File: src/rtl/host_link_master.sv
// host_link_master: initiator side of the toggle-sync CPLD host link.
// Optional timeout/recover path is built when HOST_LINK_TIMEOUT_EN is defined.
module host_link_master #(
  parameter int unsigned SETUP_CYCLES = 2,
  parameter int unsigned SYNC_STAGES  = 2,
  parameter int unsigned TIMEOUT      = 1023
) (
  input  logic       i_clk,
  input  logic       i_rst,
  input  logic       i_req_valid,
  output logic       o_req_ready,
  input  logic [3:0] i_req_cmd,
  input  logic [7:0] i_req_data,
  output logic       o_rsp_valid,
  output logic [7:0] o_rsp_data,
  output logic       o_rsp_timeout,
  output logic       o_link_en,
  output logic       o_link_sync,
  output logic [3:0] o_link_cmd,
  output logic [7:0] o_link_data,
  input  logic       i_link_sync,
  input  logic [7:0] i_link_data
);

`ifdef HOST_LINK_TIMEOUT_EN
  localparam int unsigned CNT_MAX =
    (TIMEOUT > SETUP_CYCLES) ? TIMEOUT : SETUP_CYCLES;
`else
  localparam int unsigned CNT_MAX = SETUP_CYCLES;
`endif
  localparam int unsigned CW = $clog2(CNT_MAX + 1);
  localparam logic [CW-1:0] SETUP_LAST = CW'(SETUP_CYCLES - 1);
`ifdef HOST_LINK_TIMEOUT_EN
  localparam logic [CW-1:0] TO_LAST = CW'(TIMEOUT - 1);
  localparam logic [CW-1:0] CNT_SAT = CW'(CNT_MAX);
`endif

  typedef enum logic [2:0] {
    IDLE,
    SETUP,
    WAIT_ECHO,
    CAPTURE
`ifdef HOST_LINK_TIMEOUT_EN
    , RECOVER
`endif
  } state_e;

  state_e state_d, state_q;
  logic [CW-1:0] cnt_d, cnt_q;
  logic ready_d, ready_q;
  logic en_d, en_q;
  logic sync_d, sync_q;
  logic [3:0] cmd_d, cmd_q;
  logic [7:0] ldata_d, ldata_q;
  logic rsp_valid_d, rsp_valid_q;
  logic [7:0] rsp_data_d, rsp_data_q;
  logic [SYNC_STAGES-1:0] ssync_d, ssync_q;
  logic [SYNC_STAGES-1:0][7:0] sdata_d, sdata_q;
  logic echo;
  logic [7:0] echo_data;

`ifdef HOST_LINK_TIMEOUT_EN
  logic timeout_d, timeout_q;
`else
  logic unused_timeout;
  assign unused_timeout = ^TIMEOUT;
`endif

  // Synchronizer chains for the asynchronous echo and response byte
  always_comb begin
    ssync_d = {ssync_q[SYNC_STAGES-2:0], i_link_sync};
    sdata_d = {sdata_q[SYNC_STAGES-2:0], i_link_data};
  end

  assign echo      = ssync_q[SYNC_STAGES-1];
  assign echo_data = sdata_q[SYNC_STAGES-1];

  // Transaction sequencing: next state and registered outputs
  always_comb begin
    state_d     = state_q;
    cnt_d       = cnt_q;
    en_d        = 1'b1;
    sync_d      = sync_q;
    cmd_d       = cmd_q;
    ldata_d     = ldata_q;
    rsp_valid_d = 1'b0;
    rsp_data_d  = rsp_data_q;
`ifdef HOST_LINK_TIMEOUT_EN
    timeout_d   = 1'b0;
`endif
    unique case (state_q)
      IDLE: begin
        if (i_req_valid && ready_q) begin
          state_d = SETUP;
          cmd_d   = i_req_cmd;
          ldata_d = i_req_data;
          cnt_d   = '0;
        end
      end
      SETUP: begin
        if (cnt_q == SETUP_LAST) begin
          sync_d  = ~sync_q;
          cnt_d   = '0;
          state_d = WAIT_ECHO;
        end else begin
          cnt_d = cnt_q + 1'b1;
        end
      end
      WAIT_ECHO: begin
        if (echo == sync_q) begin
          state_d = CAPTURE;
`ifdef HOST_LINK_TIMEOUT_EN
        end else if (cnt_q == TO_LAST) begin
          state_d     = RECOVER;
          rsp_valid_d = 1'b1;
          timeout_d   = 1'b1;
          en_d        = 1'b0;
          sync_d      = 1'b0;
          cnt_d       = '0;
        end else if (cnt_q != CNT_SAT) begin
          cnt_d = cnt_q + 1'b1;
`endif
        end
      end
      CAPTURE: begin
        rsp_data_d  = echo_data;
        rsp_valid_d = 1'b1;
        state_d     = IDLE;
      end
`ifdef HOST_LINK_TIMEOUT_EN
      RECOVER: begin
        en_d   = 1'b0;
        sync_d = 1'b0;
        if (cnt_q == CW'(1)) begin
          en_d    = 1'b1;
          state_d = IDLE;
        end else begin
          cnt_d = cnt_q + 1'b1;
        end
      end
`endif
      default: state_d = IDLE;
    endcase
    ready_d = (state_d == IDLE);
  end

  // State and output registers; reset parks the link with enable low
  always_ff @(posedge i_clk) begin
    if (i_rst) begin
      state_q     <= IDLE;
      cnt_q       <= '0;
      ready_q     <= 1'b0;
      en_q        <= 1'b0;
      sync_q      <= 1'b0;
      cmd_q       <= '0;
      ldata_q     <= '0;
      rsp_valid_q <= 1'b0;
      rsp_data_q  <= '0;
      ssync_q     <= '0;
      sdata_q     <= '0;
`ifdef HOST_LINK_TIMEOUT_EN
      timeout_q   <= 1'b0;
`endif
    end else begin
      state_q     <= state_d;
      cnt_q       <= cnt_d;
      ready_q     <= ready_d;
      en_q        <= en_d;
      sync_q      <= sync_d;
      cmd_q       <= cmd_d;
      ldata_q     <= ldata_d;
      rsp_valid_q <= rsp_valid_d;
      rsp_data_q  <= rsp_data_d;
      ssync_q     <= ssync_d;
      sdata_q     <= sdata_d;
`ifdef HOST_LINK_TIMEOUT_EN
      timeout_q   <= timeout_d;
`endif
    end
  end

  assign o_req_ready = ready_q;
  assign o_rsp_valid = rsp_valid_q;
  assign o_rsp_data  = rsp_data_q;
  assign o_link_en   = en_q;
  assign o_link_sync = sync_q;
  assign o_link_cmd  = cmd_q;
  assign o_link_data = ldata_q;
`ifdef HOST_LINK_TIMEOUT_EN
  assign o_rsp_timeout = timeout_q;
`else
  assign o_rsp_timeout = 1'b0;
`endif

endmodule

File: config.mk
export PLATFORM = sky130hd
export DESIGN_NAME = host_link_master
export DESIGN_NICKNAME = d
export VERILOG_FILES = /design/src/rtl/host_link_master.sv
export SDC_FILE = /design/constraint.sdc
export NUM_CORES = 1
export LEC_CHECK = 0
export BUFFER_PORTS_ARGS = -buffer_cell sky130_fd_sc_hd__buf_2
export CAP_MARGIN = 0
export CORE_ASPECT_RATIO = 2
export CORE_MARGIN = 4
export CORE_UTILIZATION = 30
export DETAILED_ROUTE_END_ITERATION = 7
export PLACE_DENSITY = 0.51
export SLEW_MARGIN = 0
export SYNTH_ARGS = -nofsm -noshare
export SYNTH_HDL_FRONTEND = slang
export SYNTH_SLANG_ARGS = --single-unit
File: constraint.sdc
create_clock -name i_clk -period 1.6 [get_ports i_clk]
set_clock_uncertainty 0.15 [all_clocks]
set_input_delay 0.48 -clock i_clk [delete_from_list [all_inputs] [get_ports i_clk]]
set_output_delay 0.48 -clock i_clk [all_outputs]
set_load 0.02 [all_outputs]
Word level (Yosys, flattened, before mapping)
Cells that the tools add are included.
{"block": "word_totals", "regBits": 47, "inputBits": 24, "output_inout_bits": 25, "elab_cells": 36}
{"block": "op_classes", "mux": 9, "n_reduce_logical": 7, "n_eq_ne": 6, "add_sub_neg": 1, "bitwise_logic": 1}
{"op": "two-way mux 3 bit", "n": 3}
{"op": "one-hot mux 3 bit (3 select lines)", "n": 1}
{"op": "== test 3 x 2 -> 1 bit, second input constant", "n": 2}
{"op": "zero test 3 bit", "n": 2}
{"op": "AND reduction 2 bit", "n": 3}
{"op": "two-way mux 2 bit", "n": 2}
{"op": "one-hot mux 2 bit (2 select lines)", "n": 1}
{"op": "== test 3 x 1 -> 1 bit, second input constant", "n": 1}
{"op": "adder 2 x 1 -> 2 bit, second input constant", "n": 1}
{"op": "== test 2 x 1 -> 1 bit, second input constant", "n": 1}
{"op": "two-way mux 1 bit", "n": 2}
{"op": "!= test 2 bit, second input constant", "n": 1}
{"op": "nonzero test 2 bit", "n": 1}
{"op": "== test 1 bit", "n": 1}
{"op": "logical AND 1 bit", "n": 1}
{"op": "NOT 1 bit", "n": 1}

Logic depth before layout (Yosys ltp)
{"block": "depth", "ltp_word": 4, "ltp_mapped": 5, "depth_no_buf": 3}

Least setup slack after synthesis
Ideal clock, no wire load.
{"block": "synth_timing", "kind": "register to register", "startpoint": "register state_q[0]", "endpoint": "register cmd_q[0], in the netlist o_link_cmd[0]", "synth_period_minus_slack_ns": 1.563, "slack_ns": 0.037, "stages_incl_launch_ff": 6, "setup_time_ns": 0.132, "n_path_buf": 2, "arrival_ns": 1.281, "required_time_ns": 1.318, "cell_sequence": "dfxtp_1 -> buf_4 -> or4b_4 -> buf_6 -> o21ai_1 -> a21oi_1"}
{"block": "synth_via", "elab_chain_len": 2}
{"element": "from (decl)", "line": "48", "rtl": "state_e state_d, state_q;"}
{"element": "from (signal assigned)", "line": "165", "rtl": "state_q <= state_d;"}
{"element": "zero test 3 bit", "line": "91", "rtl": "unique case (state_q)"}
{"element": "AND reduction 2 bit (no source line)"}
{"element": "to (signal assigned)", "line": "170", "rtl": "cmd_q <= cmd_d;"}
{"element": "to (decl)", "line": "53", "rtl": "logic [3:0] cmd_d, cmd_q;"}
No other way between the ends.
A chain may end at the register's enable or synchronous reset.

Final worst setup path
{"block": "layout_timing", "startpoint": "register state_q[0]", "endpoint": "register cnt_q[0]"}
{"block": "layout_via", "elab_chain_len": 3, "elab_cells_between_ends": 6, "classes_between": "2 x eq/ne; 1 x mux; 3 x reduce/logical"}
{"element": "== test 3 x 1 -> 1 bit / zero test 3 bit (equally long branches)", "line": "91"}
{"element": "nonzero test 2 bit (no source line) / != test 2 bit (equally long branches)"}
{"element": "AND reduction 2 bit (no source line)"}
{"element": "to (signal assigned)", "line": "166", "rtl": "cnt_q <= cnt_d;"}
{"element": "to (decl)", "line": "49", "rtl": "logic [CW-1:0] cnt_d, cnt_q;"}
Parallel ways exist; a longest one is shown, timed or not.

==> results.md <==
- TritonCTS Sinks: 47
- Count of cell types in the netlist: 29
- Synth Instances: ~160
- LEAKAGE: 0.946 nW
- Row count: 37
- Drt pass-1 iters: 4
- Critical path fanouts, max: 14
- Synth area leaders: dfxtp_1, nor2b_1, mux2i_1
- Initial antenna violation count: 0
- Die extent in x: between 50 and 60 um
- Largest area contributor in the netlist: dfxtp_1
- CTS Root Cell: clkbuf_8
- CTS Hold Buffers Added: 0
- Fin crit share: 0.974
- H-tree level count: 2
- Reg2reg setup slack: slightly above 0.04 ns
- GP Congestion: about 0.8
- Vias in the first global route: between 1000 and 1500
- Max_cap viols: 0
- Final Setup Violations: 0
- Final max-slew violation count: 0
- Sequential fraction of the synthesis area: 0.587
- Adder-cell share of the synthesized area: 0
- Fmax: about 0.64 GHz
- Share of the synthesized area in the top cell type: 0.587
- Global route overflow: 0
- Setup CP Type: flip-flop to flip-flop
- Final Hold Vio Count: 0
- RSZ-0062 raised after global routing: yes
- Total power: roughly 2.2 mW
- Status: completed
- Hold Slack: 0.234 ns
- CTS max path bufs: 2
- Layout Area Growth over Synthesis: 28.2%
- Port Buf Inserts: between 40 and 50
- Crit path DAT: between 1.5 and 2 ns
- Nets@finish: about 240
- Area of the die: 6650 um2
- Mean Syn Cell Area: 10.1 um2
- Peak VDD IR: approximately 660 uV
- Share of cells above drive strength 1: 0.336
- Routed vias: 1253
- Antenna diodes: 0
- #FFs+latches synth: between 40 and 50
- Largest family of logic cells by synthesized area: simple AND/OR/NAND/NOR gates
- Pwr Density: roughly 1000 nW/um2
- Post-synthesis simple-gate area fraction: 0.205
- Critical Path Start Type: flip-flop
- Die height: about 110 um
- Final WL: between 3000 and 4000 um
- Critical Path RT: ~1.6 ns
- Clk_lat worst skew: 0.30 ns
- DR iter-0 viols: 20
- Yosys warns: 0
- Synth Area in XOR/XNOR: 0.00546
- Core Area: a little over 5000 um2
- HP Class: primary input to flip-flop
- Post-synthesis compound-gate area fraction: 0.105
- CTS Buf Count: 5
- Post-route setup slack: slightly above 0.04 ns
- Final min period: ~1.6 ns
- # DRC: 0
- Initial Util: 0.309
- Vias/cell: between 4 and 5
- Antenna-violating nets left: 0
- Mapped Area: 1600 um2
- Commonest non-fill, non-tap cell in the layout: buf_2
- Post-DR wirelength/cell: around 13 um
- Worst-path clk slew: approximately 0.090 ns
- Hpwl dp: between 2000 and 3000 um
- Most frequent cells in the layout: buf_2, dfxtp_1, nor2b_1
- CTS tree: done
- Dpl ws: 0.0487 ns
- Largest net degree at the start of global routing: 21
- Boundary pin count: 49
- Global-route wire length before repair: about 6000 um
- Post-synthesis mux area share: 0.0500
- GRT Total Usage: 0.115
- Crit. End Element: flip-flop
## critical path: stages, from the launching register on
cell and delay, ns:
dfxtp_1 0.35, or4b_4 0.66, o211ai_1 0.20, a21oi_1 0.08
## cells in the mapped netlist
| cell type | number |
|---|---|
| buf_2 | 2 |
| o21a_1 | 1 |
| inv_1 | 3 |
| xnor2_1 | 1 |
| o21ai_0 | 1 |
| a32o_1 | 1 |
| o21bai_1 | 1 |
| clkbuf_1 | 6 |
| buf_6 | 1 |
| conb_1 | 1 |
| nand3b_1 | 1 |
| mux2i_1 | 8 |
| nor4b_1 | 2 |
| nor2_1 | 13 |
| a21oi_1 | 14 |
| o21ai_1 | 12 |
| o211ai_1 | 1 |
| buf_4 | 2 |
| or3b_4 | 1 |
| buf_1 | 1 |
| nand3_1 | 13 |
| nor4b_2 | 1 |
| nor4bb_1 | 1 |
| or3_1 | 1 |
| nor2b_1 | 19 |
| or4b_4 | 1 |
| nor3b_1 | 1 |
| dfxtp_1 | 47 |
| nand2b_1 | 1 |
## final timing paths
| kind | start | to | depth (start not counted) |
|---|---|---|---|
| max | state_q[0]$_SDFF_PP0_ | cnt_q[0]$_SDFFE_PP0P_ | 3 |
| min | i_link_sync | ssync_q[0]$_SDFF_PP0_ | 2 |
| max reg2reg | state_q[0]$_SDFF_PP0_ | cnt_q[0]$_SDFFE_PP0P_ | 3 |
| min reg2reg | sdata_d[11]$_SDFF_PP0_ | echo_data[3]$_SDFF_PP0_ | 1 |
## final cells by class
| class | instances | area [um2] |
|---|---|---|
| Clock buffer | 6 | 82.6 |
| Clock inverter | 2 | 13.8 |
| Fill cell | 542 | 3130 |
| Inverter | 3 | 11.3 |
| Multi-Input combinational cell | 97 | 594 |
| Sequential cell | 47 | 942 |
| Tap cell | 58 | 72.6 |
| Timing Repair Buffer | 59 | 338 |
## routing by layer
layer	up-vias	wire (um)	track usage
met2	45	1870	0.194
met1	564	1290	0.127
met4	0	80	0.0577
met5	-	0	0
li1	638	-	-
met3	6	210	0.0278
## through the flow
step | instance area [um2] | instances | util | TNS (ns)
CTS | 2050 | 272 | 0.396 | 0
detailed placement | 1950 | 264 | 0.377 | 0
floorplan | 1610 | 159 | - | 0
finish | 2050 | 272 | 0.396 | 0
global placement | 1950 | 264 | 0.377 | 0
global route | 2050 | 272 | 0.396 | -0.00945
## power breakdown
| part | internal (mW) | switching (mW) | leakage, nW |
|---|---|---|---|
| Clock | 0.354 | 0.405 | 0.0516 |
| Sequential | 1.21 | 0.0139 | 0.385 |
| Combinational | 0.0785 | 0.0930 | 0.510 |
## state kept, by name, indices dropped and copies added (netlist names)
signal,cells
cnt_q,2
echo_data,8
o_link_cmd,4
o_link_data,8
o_link_en,1
o_link_sync,1
o_req_ready,1
o_rsp_data,8
o_rsp_valid,1
sdata_d,8
ssync_q,2
state_q,3
## cell families after synthesis
group | Yosys count
other cells | 1
xor+xnor | 1
buf+inv | 15
compound gates | 31
mux | 8
simple gates | 55
flops | 47
## timing repair
action,CTS,global route
hold endpoints to repair,0,0
endpoints found under the setup margin,1,7
gates resized for setup,1,1
buffers inserted,0,0
pin swaps,0,1
Power figures use the tool's default switching activity.
